## src/rtl/mux_rr_scheduler_if.sv

```systemverilog
// Handshake bundle between the 16 requester lanes and the round-robin scheduler.
// The master side drives requests, data and downstream ready; the slave side is the scheduler.
interface mux_rr_scheduler_if;
  logic [15:0] req;
  logic [15:0] data_in;
  logic        out_ready;
  logic        out_valid;
  logic        out_data;
  logic [3:0]  sel;
  logic [15:0] ack;
  logic        busy;

  modport master (
    output req,
    output data_in,
    output out_ready,
    input  out_valid,
    input  out_data,
    input  sel,
    input  ack,
    input  busy
  );

  modport slave (
    input  req,
    input  data_in,
    input  out_ready,
    output out_valid,
    output out_data,
    output sel,
    output ack,
    output busy
  );
endinterface

```

## src/rtl/mux_rr_scheduler.sv

```systemverilog
// Round-robin burst scheduler sharing one 16:1 bit-select mux among 16 requesters.
// A grant lasts up to MAX_BURST accepted beats or until the granted lane drops its request.
module mux_rr_scheduler #(
  parameter int unsigned MAX_BURST = 4
) (
  input logic               clk,
  input logic               rst_n,
  mux_rr_scheduler_if.slave bus
);

  typedef enum logic [0:0] {StIdle, StGrant} state_e;

  localparam logic [3:0] LastBeat = 4'(MAX_BURST - 1);

  state_e     state_q;
  logic [3:0] sel_q;
  logic [3:0] ptr_q;
  logic [3:0] beat_cnt_q;
  logic [3:0] pick;
  logic [3:0] idx;
  logic       in_grant;
  logic       xfer;
  logic       release_grant;

  // Scan offsets high to low so the lane closest to ptr_q is the one left in pick.
  always_comb begin
    pick = ptr_q;
    idx  = ptr_q;
    for (int i = 15; i >= 0; i--) begin
      idx = ptr_q + 4'(i);
      if (bus.req[idx]) begin
        pick = idx;
      end
    end
  end

  assign in_grant      = (state_q == StGrant);
  assign bus.out_valid = in_grant && bus.req[sel_q];
  assign bus.out_data  = bus.data_in[sel_q];
  assign bus.sel       = sel_q;
  assign bus.busy      = in_grant;
  assign xfer          = bus.out_valid && bus.out_ready;
  assign bus.ack       = xfer ? (16'h0001 << sel_q) : 16'h0000;

  // A withdrawn request ends the grant even though no beat moves that cycle.
  assign release_grant = !bus.req[sel_q] || (xfer && (beat_cnt_q == LastBeat));

  always_ff @(posedge clk or negedge rst_n) begin
    if (!rst_n) begin
      state_q    <= StIdle;
      sel_q      <= 4'd0;
      ptr_q      <= 4'd0;
      beat_cnt_q <= 4'd0;
    end else begin
      unique case (state_q)
        StIdle: begin
          if (|bus.req) begin
            sel_q      <= pick;
            beat_cnt_q <= 4'd0;
            state_q    <= StGrant;
          end
        end
        StGrant: begin
          if (release_grant) begin
            ptr_q      <= sel_q + 4'd1;
            beat_cnt_q <= 4'd0;
            state_q    <= StIdle;
          end else if (xfer) begin
            beat_cnt_q <= beat_cnt_q + 4'd1;
          end
        end
        default: state_q <= StIdle;
      endcase
    end
  end

endmodule

```

## src/flat_wrapper.sv

```systemverilog
// flat-port wrapper written by rule: the top's interface ports become plain ports
module mux_rr_scheduler_flat 
#(
  parameter int unsigned MAX_BURST = 4
)
  (clk, rst_n, bus_req, bus_data_in, bus_out_ready, bus_out_valid, bus_out_data, bus_sel, bus_ack, bus_busy);
  mux_rr_scheduler_if bus_i ();
  input logic clk;
  input logic rst_n;
  input wire logic [$bits(bus_i.req)-1:0] bus_req;
  input wire logic [$bits(bus_i.data_in)-1:0] bus_data_in;
  input wire logic [$bits(bus_i.out_ready)-1:0] bus_out_ready;
  output wire logic [$bits(bus_i.out_valid)-1:0] bus_out_valid;
  output wire logic [$bits(bus_i.out_data)-1:0] bus_out_data;
  output wire logic [$bits(bus_i.sel)-1:0] bus_sel;
  output wire logic [$bits(bus_i.ack)-1:0] bus_ack;
  output wire logic [$bits(bus_i.busy)-1:0] bus_busy;
  assign bus_i.req = bus_req;
  assign bus_i.data_in = bus_data_in;
  assign bus_i.out_ready = bus_out_ready;
  assign bus_out_valid = bus_i.out_valid;
  assign bus_out_data = bus_i.out_data;
  assign bus_sel = bus_i.sel;
  assign bus_ack = bus_i.ack;
  assign bus_busy = bus_i.busy;
  mux_rr_scheduler #(.MAX_BURST(MAX_BURST)) u_core (.clk(clk), .rst_n(rst_n), .bus(bus_i));
endmodule
```

## config.mk

```make
export PLATFORM = sky130hd
export DESIGN_NAME = mux_rr_scheduler_flat
export DESIGN_NICKNAME = d
export VERILOG_FILES = /design/src/rtl/mux_rr_scheduler_if.sv /design/src/rtl/mux_rr_scheduler.sv /design/src/flat_wrapper.sv
export SDC_FILE = /design/constraint.sdc
export NUM_CORES = 1
export LEC_CHECK = 0
export ABC_AREA = 1
export CAP_MARGIN = 20
export CORE_MARGIN = 2
export CORE_UTILIZATION = 45
export CTS_CLUSTER_SIZE = 25
export DETAILED_ROUTE_END_ITERATION = 10
export GPL_TIMING_DRIVEN = 0
export PLACE_DENSITY = 0.75
export REMOVE_ABC_BUFFERS = 1
export SETUP_SLACK_MARGIN = 0.3
export SLEW_MARGIN = 20
export SYNTH_ARGS = -nofsm -noshare
export SYNTH_HDL_FRONTEND = slang
export SYNTH_SLANG_ARGS = --single-unit
```

## constraint.sdc

```tcl
create_clock -name clk -period 2.6 [get_ports clk]
set_clock_uncertainty 0.15 [all_clocks]
set_input_delay 0.52 -clock clk [delete_from_list [all_inputs] [get_ports clk]]
set_output_delay 0.52 -clock clk [all_outputs]
set_load 0.05 [all_outputs]
```

==> summary.txt <==
Run status
  • Status: finished, violations left
  • Failing checks: setup timing

Placed design
  • Hpwl dp: 6610 um
  • I/O Buffers: 57
  • Area after DPL: 3320 um^2
  • GPL Wtd Cong: 0.915
  • Dpl cells: 631

Detailed routing
  • Avg Vias per Cell: 5.68
  • Antenna Nets Post-Route: 0
  • Via count: 3896
  • Starting DRT DRC Count: 409
  • Drt pass-1 iters: 7
  • WL per Instance: 16.9 um
  • Drt total wl: 11600 um
  • Residual DRC: 0

Yosys
  • Post-synth EDFFs: 0
  • Largest family of logic cells by synthesized area: simple AND/OR/NAND/NOR gates
  • Post-Syn Area: 2760 um^2
  • Register area share after synthesis: 0.118
  • YS warnings: 0
  • Synth Flop Type: dfrtp_1
  • Post-Synth Adder-Cell Area: 0.0636
  • FF+latch count, synth: 13
  • Mapped Avg Cell Area: 5.36 um^2
  • Synth unique cells: 32
  • Multiplexer share of the synthesized area: 0
  • Post-synth ARST share: 1.00
  • Post-Syn Instances: 514
  • Compound-cell area share of the yosys netlist: 0.169
  • Synth Area in XOR/XNOR: 0.0227
  • Fraction of the mapped netlist area in simple logic gates: 0.501

Finish
  • Multi-input gate area: 2490 um^2
  • Area Growth Syn to Fin: 56.3%
  • Finished Cell Area: 4310 um^2
  • Nets: 661
  • # diodes: 0
  • Share of cells above drive strength 1: 0.300
  • Fin cells: 686
  • Reg area: 340 um^2
  • Fillers: 478

Clock tree
  • Root Buffer: clkbuf_8
  • Worst-path clk slew: 60 ps
  • Total CTS buffers: 3
  • CTS tree: yes
  • Post-CTS Hold Buffers: 0
  • Clk sinks: 13
  • Worst-skew pair later-pin latency: 260 ps
  • H-tree depth: 1
  • Clock Tree Buf Depth: 2

STA
  • Final period utilization: 1.15
  • Count of final hold-check violations: 0
  • Pins Over Slew Limit: 0
  • Peak Freq: 334 MHz
  • TNS Setup: -7120 ps
  • Relative slew slack: 0.584
  • Final min period: 3000 ps
  • Worst-margin pin slew: 622 ps
  • Fin worst setup slack: -398 ps
  • Unrepaired setup endpoints after global routing: true
  • Setup violators final: 21

Worst setup path
  • Arrival time at the worst endpoint: 2330 ps
  • Cells along the critical path: clkinvlp_4 > buf_4 > a21oi_2 > o21ai_1 > nand3_1 > nand3_2 > nand2_2 > nand2_2 > inv_4 > nand2_4 > inv_8 > nand2_8 > nor2_4 > buf_8
  • Cell family with most CP delay: simple AND/OR/NAND/NOR gates
  • Worst path most repeated cell: nand2_2
  • CP Launch Type: flop
  • Worst r2r src: u_core.ptr_q[1]$_DFFE_PN0P_
  • Critical Path Sink: bus_ack[11]
  • Worst Path Max Fanout: 8
  • Critical path class: flop to output port
  • Buf/Inv on CP: 5
  • CP Capture Type: output port
  • Max incr delay on CP: 470 ps
  • Cell count along the critical path: 14
  • CP startpoint: u_core.bus.sel[0]$_DFFE_PN0P_
  • Critical-path top delay cell: dfrtp_4
  • Req. time, crit path: 1930 ps
  • Reg2reg end: u_core.bus.sel[1]$_DFFE_PN0P_
  • Reg2reg path depth: 26
  • R2R setup slack: -360 ps

Floorplan
  • Die Height: 82.2 um
  • Core area: 5920 um^2
  • Ports: 58
  • Initial core utilization: 0.465
  • Die Span X: 82.2 um
  • Die footprint: 6760 um^2
  • Row cnt: 28

Global routing
  • GRT overflow: 0
  • M1 GR Usage: 0.414
  • First-pass GRT wire length: 16800 um
  • Initial antenna violation count: 0
  • Vias in the first global route: 3434
  • GRT met2 Usage: 0.553
  • GRT busiest layer: met2
  • GRT Overall Usage: 0.323
  • Met3 Resource Use GR: 0.0391
  • Pin count of the biggest net entering global routing: 21

Worst hold path
  • Hold Path Class: flop to flop
  • Hold Path Depth: 1

Run
  • Max_cap viols: 0
[synth_stat cells (5+ instances only)]
library cell  number  area share
o21ai_0           17       0.031
nand3_1           69        0.13
inv_1             53       0.072
inv_2              7      0.0095
nor2_1            36       0.049
o221ai_1           5       0.016
dfrtp_1           13        0.12
nand2_2            8       0.018
buf_2              5      0.0091
a21oi_1           42       0.076
ha_1              14       0.064
nand3_2            6       0.022
o21ai_1            7       0.013
nand2_1          193        0.26
[cells by family after synthesis]
family | Yosys count
AND/OR/NAND/NOR | 321
XOR/XNOR | 5
buffers and inverters | 78
adder cells (fa/ha/maj) | 14
AO/OA/AOI/OAI | 83
flip-flops | 13
[timing repair]
action	4_1_cts	5_1_grt
gates resized for setup	241	63
pin swaps	24	25
buffers inserted	39	10
gates cloned	1	1
setup endpoints to repair	35	30
[per-stage QoR]
step	setup WS (ps)	util	hold slack (ps)
floorplan	-1180	-	74.4
global placement	-1510	0.560	355
detailed placement	-1570	0.560	363
CTS	-240	0.682	375
global route	-519	0.727	404
finish	-398	0.727	380
[how the worst min path moves through the flow]
stage / from / to
floorplan: rst_n / u_core.beat_cnt_q[0]$_DFFE_PN0P_
CTS: u_core.beat_cnt_q[1]$_DFFE_PN0P_ / u_core.beat_cnt_q[1]$_DFFE_PN0P_
detailed placement: u_core.beat_cnt_q[1]$_DFFE_PN0P_ / u_core.beat_cnt_q[1]$_DFFE_PN0P_
global route: u_core.beat_cnt_q[1]$_DFFE_PN0P_ / u_core.beat_cnt_q[1]$_DFFE_PN0P_
finish: u_core.beat_cnt_q[1]$_DFFE_PN0P_ / u_core.beat_cnt_q[1]$_DFFE_PN0P_
global placement: u_core.beat_cnt_q[1]$_DFFE_PN0P_ / u_core.beat_cnt_q[1]$_DFFE_PN0P_
[routing by layer]
layer	share of wire	wire length [um]
met1	0.40	4640
met2	0.48	5590
met3	0.083	957
met4	0.034	395
met5	0	0
[final cells by class]
| cell class | instances | area share |
|---|---|---|
| timing repair inverter | 1 | 0.00174 |
| tap | 75 | 0.0218 |
| inverter | 63 | 0.0654 |
| timing repair buffer | 107 | 0.243 |
| multi-input combinational | 423 | 0.579 |
| clock buffer | 4 | 0.0105 |
| sequential | 13 | 0.0790 |
[flip-flops by register name, indices dropped and copies added (netlist names)]
| name | cells |
|---|---|
| u_core.beat_cnt_q | 4 |
| u_core.bus.sel | 4 |
| u_core.ptr_q | 4 |
| u_core.bus.busy | 1 |
[layout by cell type, fill, tap and decap left out, types with 4 or more instances in the layout]
cell,netlist,final
o21ai_2,4,11
nand2_4,2,6
dfrtp_1,13,7
nand2_1,193,177
buf_6,4,18
nand3_1,69,54
nor2_1,36,17
o221ai_1,5,5
o22ai_1,4,4
o21ai_1,7,10
inv_4,2,6
o21ai_0,17,6
nand2_2,8,18
a21oi_1,42,36
clkinvlp_4,0,5
nor2_4,0,17
nand3_2,6,21
ha_1,14,11
inv_1,53,47
buf_8,0,8
clkdlybuf4s50_1,0,20
dlygate4sd2_1,0,18
buf_4,3,39
a21oi_2,0,6
Power is not shown: default switching activity piles up to over one toggle a cycle in this logic, so the estimate is an artifact.
==> RTL edit 1: new RTL, config.mk and constraints unchanged <==
Compare `beat_cnt_q` against `LastBeat` with >= in place of ==.
--- a/src/rtl/mux_rr_scheduler.sv
+++ b/src/rtl/mux_rr_scheduler.sv
@@ -43,7 +43,7 @@
   assign bus.ack       = xfer ? (16'h0001 << sel_q) : 16'h0000;
 
   // A withdrawn request ends the grant even though no beat moves that cycle.
-  assign release_grant = !bus.req[sel_q] || (xfer && (beat_cnt_q == LastBeat));
+  assign release_grant = !bus.req[sel_q] || (xfer && (beat_cnt_q >= LastBeat));
 
   always_ff @(posedge clk or negedge rst_n) begin
     if (!rst_n) begin
Check against the original RTL: same outputs for any inputs over 10 cycles, from zero or initial values and one cycle with rst_n low; that may be too few to reach the edited logic, so the function may still have changed.
==> RTL edit 1 against the unedited design <==
- the flow still finishes with violations (negative setup slack)
- area after synthesis is 3.0% higher
- first-iteration DRC count shrank 8.3%
- sequential cell count is the same
- global-route usage down 2.4 points
- final area decreased by 4.3%
- fmax up 1.0%
- worst setup slack better by 0.030 ns
- die area rose by 2.9%
- core utilization shrank 3.9 points
- register-to-register slack improved by 0.04 ns
- routed wire length is 9.2% lower
- critical endpoint is now bus_ack[7]
- highest routed layer unchanged
Power is not shown: default switching activity piles up to over one toggle a cycle in this logic, so the estimate is an artifact.
==> RTL edit 1: results (changes against the unedited design) <==
** Routing
- The total wire length after detailed routing is 10,500 um (-9.2%).
- The number of search-and-repair iterations in the first detailed-routing pass is 5 (-2).
- Initial DRC count :: 375 (-8.3%)
- The routed via count came to 3,693 (-5.2%).

** Timing
- Post-Route Setup TNS :: -6.70 ns (+0.419 ns)
- Number of endpoints failing setup at the final stage :: 21 (unchanged)
- The final critical-path setup slack came to -0.368 ns (+0.0300 ns).
- The transition time at the pin with the least slew margin is 0.584 ns (-0.0384 ns).

** GRT
- Combined global-route utilization of all metal layers :: 29.8% (-2.4 points)
- Largest net degree at the start of global routing :: 17 (-19%)
- First-pass GRT wire length :: 17,300 um (+2.9%)
- Vias in the first global route :: 3,516 (+2.4%)

** Synthesis
- Synth area leaders :: nand2_1 24%, dfrtp_1 11%, nand3_1 9.5%, inv_1 7.5%, a21oi_1 7.4%
- The number of distinct standard cells referenced by the synthesized netlist came to 36 (+13%).
- The fraction of the yosys area taken by sequential cells was 11.5% (-0.34 points).
- By count the netlist is led by 184 x nand2_1, 57 x inv_1, 54 x nand3_1.
- The mean instance size in the synthesized netlist was 5.47 um^2 (+2.0%).

** Status
- Violated checks :: negative setup slack
- The run finished, with violations left.

** Placed design
- The number of cells in the design after placement is 634 (+0.48%).
- Number of input and output port buffers inserted :: 57 (unchanged)
- The detailed placement HPWL was 6770 um (+2.4%).
- The routability-driven placement congestion ratio was 0.943 (+3.0%).

** Final layout
- Fraction of final layout cells sized beyond drive strength 1 :: 29.1% (-0.85 points)
- Final #Nets :: 648 (-2.0%)
- The number of standard cells in the final layout excluding fillers was 673 (-1.9%).

** Setup path
- CP max stage cell :: dfrtp_4
- The maximum single-stage delay on the critical path came to 0.49 ns (+0.02 ns).
- The critical path arrival came to 2.30 ns (-0.03 ns).

** CTS
- The post-CTS setup-driven buffer insertion count came to 26 (-33%).
- Hold-fix buffer count after cts :: 0 (unchanged)
- The source-to-sink clock delay at the later pin of the worst-skew pair was 0.24 ns (-0.02 ns).
- The number of levels in the clock H-tree is 1 (unchanged).
-- RTL edit 1: final timing paths --
kind / startpoint / cells after the start / slack [ns] / to
hold reg to reg: u_core.beat_cnt_q[3] / 2 / 0.35 / u_core.beat_cnt_q[3]
max in group asynchronous: rst_n / 1 / 1.37 / u_core.ptr_q[2]
min in group asynchronous: rst_n / 1 / 0.50 / u_core.beat_cnt_q[2]
setup / recovery: u_core.bus.sel[0] / 11 / -0.37 / bus_ack[7]
setup reg to reg: u_core.ptr_q[1] / 26 / -0.32 / u_core.bus.sel[3]
hold / removal: u_core.beat_cnt_q[3] / 2 / 0.35 / u_core.beat_cnt_q[3]
-- RTL edit 1: layer usage --
layer / up-vias / GRT usage (%) / share of wire (%)
li1: 1830 / - / -
met4: 0 / 7.77 / 2.5
met5: - / 0 / 0
met2: 147 / 51.5 / 48
met3: 28 / 2.78 / 6.3
met1: 1688 / 39.8 / 43
-- RTL edit 1: logic make-up after synthesis --
kind of cell,count (synthesis),share of synthesized area [%]
AO/OA/AOI/OAI,88,18.0
XOR/XNOR,5,2.07
adder cells (fa/ha/maj),14,6.17
buffers and inverters,84,13.4
flip-flops,13,11.5
AND/OR/NAND/NOR,315,48.9
-- RTL edit 1: layout make-up --
cell class	count	area (um^2)
Timing Repair Buffer	87	865
Multi-Input combinational cell	422	2440
Clock buffer	4	45.0
Tap cell	75	93.8
Fill cell	495	1870
Sequential cell	13	343
Inverter	67	292
Timing Repair inverter	5	38.8
-- RTL edit 1: stage by stage --
step	area, um^2	worst slack, ns
2_1_floorplan	2710	-1.78
6_report	4120	-0.368
3_3_place_gp	3380	-1.68
5_1_grt	4120	-0.562
4_1_cts	4020	-0.260
3_5_place_dp	3380	-1.71
==> RTL edit 2: new RTL, config.mk and constraints unchanged <==
Made on the original files. Reset style: synchronous (`rst_n`), changed in one clocked block.
--- a/src/rtl/mux_rr_scheduler.sv
+++ b/src/rtl/mux_rr_scheduler.sv
@@ -45,7 +45,7 @@
   // A withdrawn request ends the grant even though no beat moves that cycle.
   assign release_grant = !bus.req[sel_q] || (xfer && (beat_cnt_q == LastBeat));
 
-  always_ff @(posedge clk or negedge rst_n) begin
+  always_ff @(posedge clk) begin
     if (!rst_n) begin
       state_q    <= StIdle;
       sel_q      <= 4'd0;
Check against the original RTL: differs if rst_n is asserted again (counterexample within 4 cycles, from zero or initial values and one cycle with rst_n low); with rst_n held inactive, the same outputs for 10 cycles.
==> RTL edit 2 against the unedited design <==
- the run still ends with negative setup slack left
- sequential cell count stayed put
- area after synthesis shrank 2.4%
- routed wire length shrank 8.2%
- hold slack got worse by 0.016 ns
- worst setup slack better by 0.12 ns
- final area is 5.6% lower
- fmax up 4.1%
- critical path type is now reg -> reg
- critical endpoint is now u_core.bus.sel[3]
Power is left out: the tool's default activity adds up to more than one toggle a clock period on the data nets, which glitch-free logic cannot reach.
==> RTL edit 2: results (changes against the unedited design) <==
** Synthesis
- The share of async-settable or async-resettable flops after synthesis came to 0% (-100 points).
- Most instantiated flip-flop cell in the synthesis netlist :: dfxtp_1
- Synth area leaders :: nand2_1 25%, nand3_1 12%, dfxtp_1 9.7%, a21oi_1 9.1%, inv_1 7.0%
- Synthesized-area fraction occupied by xor and xnor cells :: 4.47% (+2.2 points)
- Number of distinct standard cells referenced by the synthesized netlist :: 34 (+6.3%)
- Compound-Gate Fraction of Synth Area :: 18.7% (+1.7 points)
- The area share of fa/ha/maj cells after synthesis was 6.51% (+0.16 points).

** Status
- The checks that failed: negative setup slack.
- The flow ran to the end, but the final reports show violations.

** Setup path
- Largest stage delay on the critical path :: 0.40 ns (-0.07 ns)
- Worst reg2reg startpoint :: u_core.ptr_q[0]
- CP max stage cell :: dfxtp_4
- The maximum fanout encountered on the critical timing path was 5 (-3).

** Routing
- Mean number of vias per cell :: 5.66 (-0.39%)
- Length of the first detailed-routing pass in iterations :: 8 (+1)

** Placed design
- Place WS :: -1.73 ns (-0.161 ns)
- Estimated wirelength of the detail-placed design :: 6610 um (about the same)
- Total placed instance area :: 0.00326 mm^2 (-1.5%)
- The number of cells in the design after placement is 629 (-0.32%).

** Final layout
- Fraction of final layout cells sized beyond drive strength 1 :: 26.5% (-3.5 points)
- Final #Nets :: 643 (-2.7%)

** Hold path
- Cells on Worst Hold Path :: 2 (+1)
- Worst hold path endpoint :: u_core.beat_cnt_q[0]

** GRT
- The pin count of the biggest net entering global routing is 18 (-14%).
- First-pass GRT wire length :: 15,700 um (-6.1%)

** Timing
- Worst setup margin :: -0.280 ns (+0.118 ns)
- Number of endpoints failing setup at the final stage :: 20 (-4.8%)
- Worst Hold Slack :: 0.364 ns (-0.0161 ns)

** CTS
- Resized Gates After CTS :: 240 (-0.41%)
-- RTL edit 2: cell count changes after synthesis, sizes merged, moves of 3 or more --
cell,change
a21oi,+8
nand2,-17
dfrtp,-13
xor2,+5
nand3,-3
inv,-8
o22ai,-4
o21ai,+5
nor2,+10
dfxtp,+13
-- RTL edit 2: cell type report --
| cell class | count | area (um^2) |
|---|---|---|
| Clock inverter | 1 | 5.00 |
| Fill cell | 498 | 1790 |
| Clock buffer | 3 | 41.3 |
| Tap cell | 75 | 93.8 |
| Timing Repair inverter | 3 | 23.8 |
| Multi-Input combinational cell | 427 | 2460 |
| Inverter | 57 | 253 |
| Sequential cell | 13 | 284 |
| Timing Repair Buffer | 89 | 900 |
-- RTL edit 2: routing by layer --
layer | routed length (um) | part of all wire, % | up-vias | track usage (%)
met5 | 0 | 0 | - | 0
met4 | 319 | 3.0 | 0 | 8.31
met3 | 754 | 7.1 | 38 | 3.67
met2 | 5090 | 48 | 182 | 52.3
met1 | 4470 | 42 | 1718 | 38.4
li1 | - | - | 1841 | -
